**config.mk**
```make
export PLATFORM = sky130hd
export DESIGN_NAME = core_dg_dec_sync
export DESIGN_NICKNAME = d
export VERILOG_FILES = /design/src/rtl/core_dg_pkg.sv /design/src/rtl/hamming11_dec_comb.sv /design/src/rtl/core_dg_dec_sync.sv
export SDC_FILE = /design/constraint.sdc
export NUM_CORES = 1
export LEC_CHECK = 0
export CAP_MARGIN = 20
export CORE_MARGIN = 10
export CORE_UTILIZATION = 35
export DETAILED_ROUTE_END_ITERATION = 10
export PLACE_DENSITY = 0.58
export SLEW_MARGIN = 20
export SYNTH_ARGS = -nofsm -noshare
export SYNTH_HDL_FRONTEND = slang
export SYNTH_SLANG_ARGS = --single-unit
```
**constraint.sdc**
```tcl
create_clock -name clk -period 2.3 [get_ports clk]
set_input_delay 0.345 -clock clk [delete_from_list [all_inputs] [get_ports clk]]
set_output_delay 0.345 -clock clk [all_outputs]
set_load 0.01 [all_outputs]
```
**src/rtl/core_dg_pkg.sv**
```systemverilog
// Shared types and constants for the 11-bit datagram codeword path.
package core_dg_pkg;

  localparam int DG_W  = 8;
  localparam int CW_W  = 11;
  localparam int SYN_W = 3;

  localparam int P1 = 4;
  localparam int P2 = 5;
  localparam int P4 = 7;

  localparam int D4 = 6;
  localparam int D5 = 8;
  localparam int D6 = 9;
  localparam int D7 = 10;

  typedef struct packed {
    logic [DG_W-1:0]  data;
    logic             corr;
    logic [SYN_W-1:0] syn;
  } dg_entry_t;

  // The Hamming position of a codeword bit is its index minus 3, so a non-zero
  // syndrome names the faulty bit directly once offset back.
  function automatic logic [3:0] syn_to_bit(input logic [SYN_W-1:0] syn);
    return 4'(syn) + 4'd3;
  endfunction

endpackage

```
**src/rtl/hamming11_dec_comb.sv**
```systemverilog
// Combinational Hamming(7,4) correction over codeword bits [10:4]; bits [3:0] pass through.
module hamming11_dec_comb
  import core_dg_pkg::*;
(
  input  logic [CW_W-1:0]  cw_i,
  output logic [DG_W-1:0]  data_o,
  output logic             corr_o,
  output logic [SYN_W-1:0] syn_o
);

  logic [SYN_W-1:0] syn;
  logic [CW_W-1:0]  fix;

  always_comb begin
    syn[0] = cw_i[P1] ^ cw_i[D4] ^ cw_i[D5] ^ cw_i[D7];
    syn[1] = cw_i[P2] ^ cw_i[D4] ^ cw_i[D6] ^ cw_i[D7];
    syn[2] = cw_i[P4] ^ cw_i[D5] ^ cw_i[D6] ^ cw_i[D7];

    fix = cw_i;
    if (syn != '0) begin
      fix = cw_i ^ (CW_W'(1) << syn_to_bit(syn));
    end
  end

  assign data_o = {fix[D7], fix[D6], fix[D5], fix[D4], fix[3:0]};
  assign corr_o = (syn != '0);
  assign syn_o  = syn;

endmodule

```
**src/rtl/core_dg_dec_sync.sv**
```systemverilog
// Ejection-port datagram decoder: corrects single upper-field errors, buffers two
// results, and counts corrections at accept time.
module core_dg_dec_sync
  import core_dg_pkg::*;
#(
  parameter int CNT_W = 16,
  parameter int DEPTH = 2
) (
  input  logic             clk,
  input  logic             rst_n,
  input  logic             in_valid,
  output logic             in_ready,
  input  logic [CW_W-1:0]  in_data,
  output logic             out_valid,
  input  logic             out_ready,
  output logic [DG_W-1:0]  out_data,
  output logic             out_corr,
  output logic [SYN_W-1:0] out_syn,
  input  logic             cnt_clr,
  output logic [CNT_W-1:0] err_cnt
);

  dg_entry_t        mem_q [DEPTH];
  logic             wr_ptr_q, wr_ptr_d;
  logic             rd_ptr_q, rd_ptr_d;
  logic [1:0]       occ_q, occ_d;
  logic [CNT_W-1:0] cnt_q, cnt_d;

  dg_entry_t        dec;
  dg_entry_t        head;
  logic             push;
  logic             pop;

  hamming11_dec_comb u_dec (
    .cw_i   (in_data),
    .data_o (dec.data),
    .corr_o (dec.corr),
    .syn_o  (dec.syn)
  );

  // Ready comes from registered occupancy only, so there is no valid->ready path.
  assign in_ready  = (occ_q < 2'(DEPTH));
  assign out_valid = (occ_q != 2'd0);
  assign push      = in_valid & in_ready;
  assign pop       = out_valid & out_ready;

  assign head      = mem_q[rd_ptr_q];
  assign out_data  = head.data;
  assign out_corr  = head.corr;
  assign out_syn   = head.syn;
  assign err_cnt   = cnt_q;

  always_comb begin
    wr_ptr_d = wr_ptr_q;
    rd_ptr_d = rd_ptr_q;
    occ_d    = occ_q;
    cnt_d    = cnt_q;

    if (push) wr_ptr_d = ~wr_ptr_q;
    if (pop)  rd_ptr_d = ~rd_ptr_q;

    case ({push, pop})
      2'b10:   occ_d = occ_q + 2'd1;
      2'b01:   occ_d = occ_q - 2'd1;
      default: occ_d = occ_q;
    endcase

    if (cnt_clr) begin
      cnt_d = '0;
    end else if (push && dec.corr && (cnt_q != '1)) begin
      cnt_d = cnt_q + CNT_W'(1);
    end
  end

  always_ff @(posedge clk) begin
    if (!rst_n) begin
      wr_ptr_q <= 1'b0;
      rd_ptr_q <= 1'b0;
      occ_q    <= 2'd0;
      cnt_q    <= '0;
      for (int i = 0; i < DEPTH; i++) begin
        mem_q[i] <= '0;
      end
    end else begin
      wr_ptr_q <= wr_ptr_d;
      rd_ptr_q <= rd_ptr_d;
      occ_q    <= occ_d;
      cnt_q    <= cnt_d;
      if (push) begin
        mem_q[wr_ptr_q] <= dec;
      end
    end
  end

endmodule

```
* Yosys cells after proc, flatten, opt, wreduce, memory -nomap -nowiden *
Memory sizes are Yosys's and may differ from the RTL's. A register that Yosys moved wholly into a read port is not among the register bits.
Cells that the tools add are included.
Widths: inputs -> output; s select.

word-level totals
  memory bits (writable) = 24
  word-level logic and storage cells = 47
  flip-flop bits (word level) = 20
  memories kept = 1
  input port bits = 16

operators by class
  bitwise operators = 15
  multiplexer cells = 11
  add/sub/neg operators = 4
  shifts and indexed selects = 1
  order comparisons = 1
  equality and inequality tests = 3
  reductions and logical operators = 7

memory list
  memory  depth  bits a word  read ports  clocked after memory_dff  write ports  line                    text
  mem_q   2      12           1           1                         2            core_dg_dec_sync.sv:23  dg_entry_t mem_q [DEPTH];

operator list
  operator               number
  $add 16x1->16 const B  1
  $ne 16x16->1 const B   1
  $mux 12                1
  $reduce_or 12->1       1
  $mux 11                1
  $shl 1x4->11 const A   1
  $xor 11x11->11         1
  $xor 1x1->1            9
  $mux 1                 8
  $add 3x2->4 const B    1
  $pmux 2 s2             1
  $reduce_bool 2->1      2
  $not 1->1              3
  $reduce_bool 3->1      1
  $add 2x1->2 const B    1
  $and 1x1->1            2
  $eq 2x1->1 const B     1
  $eq 2x2->1 const B     1
  $logic_and 1x1->1      2
  $lt 2x2->1 const B     1
  $reduce_or 2->1        1
  $sub 2x1->2 const B    1

* Depth between registers and ports, before layout *
  word-level depth = 8
  mapped depth = 7

* By module *
A second synthesis with hierarchy kept.

second synthesis, totals
  cell total of the unflattened synthesis = 247
  area, all modules = 2549.9 um^2

by module, submodules not included
  module              instances  area each (um^2)  cells an instance
  core_dg_dec_sync    1          2129.5            192
  hamming11_dec_comb  1          420.4             55

* Worst setup path before layout *
Ideal clock, no wire load.

  path type = input-to-reg
  from = in in_valid
  to = mem mem_q[0][0] (netlist bit), enable pin
  data required time = 1.902 ns
  data arrival time = 1.744 ns
  path slack = 0.158 ns
  stages = 4
  path buffers = 1
  path through = nor2b_1 > buf_2 > clkinv_1 > o21ai_0

RTL lines
  element      line                    text
  from (decl)  core_dg_dec_sync.sv:11  input logic in_valid,
  to (decl)    core_dg_dec_sync.sv:23

* Worst setup path in the final report *
  from = in in_data[10]
  to = reg cnt_q[15] (netlist: err_cnt[15])

between the ends
  cells in the longest elaborated chain, start to end = 4
  elaborated cells between the ends (all ways) = 6
  classes of those cells = 3 x bitwise; 3 x reduce/logical

RTL lines
  element                            line                                                                          text
  from (decl)                        core_dg_dec_sync.sv:13                                                        input logic [CW_W-1:0] in_data,
  $xor 1x1->1 (on tied branches)     hamming11_dec_comb.sv:15, hamming11_dec_comb.sv:16, hamming11_dec_comb.sv:17
  $reduce_bool 3->1 *                hamming11_dec_comb.sv:26                                                      assign corr_o = (syn != '0);
  $logic_and 1x1->1 * (2 in series)  core_dg_dec_sync.sv:70                                                        end else if (push && dec.corr && (cnt_q != '1)) begin
  to (signal assigned)               core_dg_dec_sync.sv:88                                                        cnt_q <= cnt_d;
  to (decl)                          core_dg_dec_sync.sv:27                                                        logic [CNT_W-1:0] cnt_q, cnt_d;

Every way passes the cells marked *; elsewhere a longest branch is shown, timed or not.
A chain may end at the register's enable or synchronous reset.

==> flow_metrics.py <==
metrics = {
    "yosys": {
        "synth.ff_latch_count": 45,
        "synth_top_cell_by_area": "edfxtp_1",
        "ys.flop_type": "edfxtp_1",
        "yosysMostFrequentCell": "edfxtp_1",
        "synth-edff-count": 24,
        "avgSynthCellArea_um2": 10.3,
        "ys_seq_area_share_pct": 49.4,
        "ys_async_sr_fraction_pct": 0,
        "synth_warnings": 0,
        "syn_nets": 242,
        "netlist_top_cells_count": "edfxtp_1 (24), dfxtp_1 (21), nor2_1 (20)",
        "synthTopCellsByArea": "edfxtp_1 (31%), dfxtp_1 (18%), mux2_2 (5.8%)",
        "synth_top_area_share_pct": 31.2,
        "synthCells": 224,
        "synth.distinct_cells": 44,
        "syn_area_um2": 2310,
    },
    "final_layout": {
        "areaGrowthSynthToFinish_pct": 31.5,
        "post-route-util_pct": 47.6,
        "final_cell_area_um2": 3040,
        "nNetsFinal": 304,
        "multiInputGateArea_um2": 1110,
        "fill_cells": 617,
        "drive_gt1_share_pct": 14.6,
        "n_antenna_cell": 0,
        "seq_area_um2": 1140,
    },
    "min_path": {
        "hold_path_end": "err_cnt[9]",
        "hold_depth": 2,
        "hold_class": "flop to flop",
        "hp-start": "err_cnt[9]",
    },
    "routing": {
        "drt_pass1_iterations": 4,
        "drtIter0Drc": 59,
        "wl_per_cell_um": 14.9,
        "dr_total_vias": 1850,
        "drtAntennaViolNets": 0,
        "route.detailed.drc": 0,
        "totalWireLength_mm": 5.42,
        "avgViaCountPerCell": 5.08,
    },
    "floorplan": {
        "core_area_um2": 6390,
        "die_y_um": 101,
        "pin_count": 46,
        "die_area_um2": 10300,
        "die-width_um": 101,
        "initial_core_util_pct": 36.2,
        "rows": 29,
    },
    "critical_path": {
        "crit_slowest_cell": "or4_4",
        "crit_required_ps": 2510,
        "cp.arrival_ps": 2330,
        "path_cells": "clkdlybuf4s50_1 > xnor2_1 > nor3_1 > o21a_4 > or4_4 > mux2i_1",
        "rr_endpoint": "err_cnt[15]",
        "cpLargestDelayFamily": "simple AND/OR/NAND/NOR gates",
        "critPathKind": "input pin to flop",
        "cp_max_fo": 19,
        "critical_path.endpoint_type": "flop",
        "start_kind": "input pin",
        "r2r-start": "err_cnt[6]",
        "r2r_slack_ps": 280,
        "reg2reg_depth": 5,
        "crit_buf_inv": 1,
        "cpPeakStageDelay_ps": 530,
    },
    "timing": {
        "final-max-slew-violation-count": 0,
        "timing.setup.tns_ps": 0,
        "period_minus_slack_ps": 2120,
        "clock.fmax_ghz": 0.472,
        "fin_worst_skew_ps": 6.05,
        "worst_pin_slew_ps": 557,
        "period_share_pct": 92.1,
        "setup_viol": 0,
        "relSlewSlack_pct": 62.5,
        "rsz0062_at_grt": "false",
        "final-hold-violation-count": 0,
    },
    "clock_tree": {
        "hold_buffers": 0,
        "cts-root-buf": "clkbuf_8",
        "cts_setup_buffers": 0,
        "cts_tree": "yes",
        "cts_max_level": 2,
        "post_cts_resized": 0,
        "clockBufferDepth": 2,
        "cts_sinks": 45,
        "clk_pin_slew_worst_paths_ps": 90,
        "cts_made_buffers": 5,
        "clk_latency_ps": 310,
    },
    "place": {
        "gp_congestion": 0.828,
        "portBuffers": 45,
        "hpwl_mm": 3.92,
        "placed_area_um2": 2950,
    },
    "run_status": {
        "status": "finished clean",
    },
    "grt": {
        "grt_start_max_net_pins": 20,
        "antenna_found_initial": 0,
        "grt_use_total_pct": 11.1,
        "grt-ovfl-total": 0,
        "grt_pass1_vias": 1857,
        "grt_pass1_wl_mm": 9.19,
    },
    "power_and_ir_drop": {
        "peakVddDrop_mv": 0.407,
        "leakage_nw": 1.08,
        "powerDensity_nw_per_um2": 778,
    },
    "run": {
        "maxCapViolCount": 0,
    },
}
[placed cells by master (no fill, tap or decap), drive strengths merged, types with 2 or more instances in the layout]
cell	netlist	layout
clkdlybuf4s50	0	45
edfxtp	24	24
dfxtp	21	21
nor2	20	20
buf	4	17
xnor2	16	16
nand2	15	15
mux2	12	12
and2	11	11
o21ai	11	11
nand3	10	10
a21oi	9	9
or4	7	7
nand2b	5	5
clkbuf	3	5
inv	4	5
and3	5	5
nor2b	4	4
nand4	4	4
or3	4	4
nor3b	4	4
nor3	3	3
and4	3	3
o31ai	3	3
mux2i	3	3
o211ai	3	3
nor4	2	2
a211o	2	2
ha	2	2
clkinv	1	2
o21a	2	2
[power by group]
part           switching (W)  internal [W]  leakage, nW
Sequential         0.0000442      0.000974        0.424
Clock               0.000301      0.000216       0.0445
Combinational       0.000375      0.000456        0.611
Total               0.000720       0.00165         1.08
[metal layers]
layer,global-route usage (%),up-vias,share of wire [%]
li1,-,946,-
met1,13.1,852,44
met2,17.7,43,46
met3,4.42,9,8.2
met4,4.18,0,1.5
met5,0,-,0
[kinds of logic (layout without fill, tap and decap cells)]
kind of cell | Yosys count | in the layout | share of synthesized area [%]
simple gates | 98 | 98 | 23.3
flops | 45 | 45 | 49.4
compound gates | 36 | 36 | 10.3
xor+xnor | 16 | 16 | 6.39
mux | 15 | 15 | 7.15
buf+inv | 12 | 75 | 2.38
fa+ha+maj | 2 | 2 | 1.08
[final cells by class]
| cell class | instances | area share, % |
|---|---|---|
| Clock buffer | 5 | 2.26 |
| Timing Repair Buffer | 62 | 19.0 |
| Tap cell | 77 | 3.17 |
| Inverter | 5 | 0.618 |
| Clock inverter | 3 | 0.700 |
| Sequential cell | 45 | 37.5 |
| Multi-Input combinational cell | 167 | 36.7 |
[registers in the layout, indices dropped and copies added (netlist names), named ones only]
register,flops
mem_q,24
rd_ptr_q,1
wr_ptr_q,1
occ_q,2
err_cnt,16
[how the worst max path moves through the flow]
stage               cells past startpoint          end  slack [ps]   startpoint
finish                                  6  err_cnt[15]         180  in_data[10]
CTS                                     6  err_cnt[15]         190  in_data[10]
global placement                        6  err_cnt[15]        -100  in_data[10]
global route                            6  err_cnt[14]          40  in_data[10]
floorplan                               4  mem_q[0][0]         160     in_valid
detailed placement                      6  err_cnt[15]        -130  in_data[10]
[worst register-to-register path, stage by stage (launching register included)]
cell and delay, ps:
dfxtp_1 450, nand4_1 180, nor4_1 380, o21ai_0 260
or4_4 530, mux2i_1 130
[stage by stage]
step                instances  power (W)  hold slack [ps]  setup WS, ps
floorplan                 224    0.00151              486           158
global placement          356    0.00188              486         -96.5
detailed placement        356    0.00189              494          -132
CTS                       364    0.00240              511           189
global route              364    0.00252              539          39.0
finish                    364    0.00237              505           183
(Power assumes the default switching activity.)
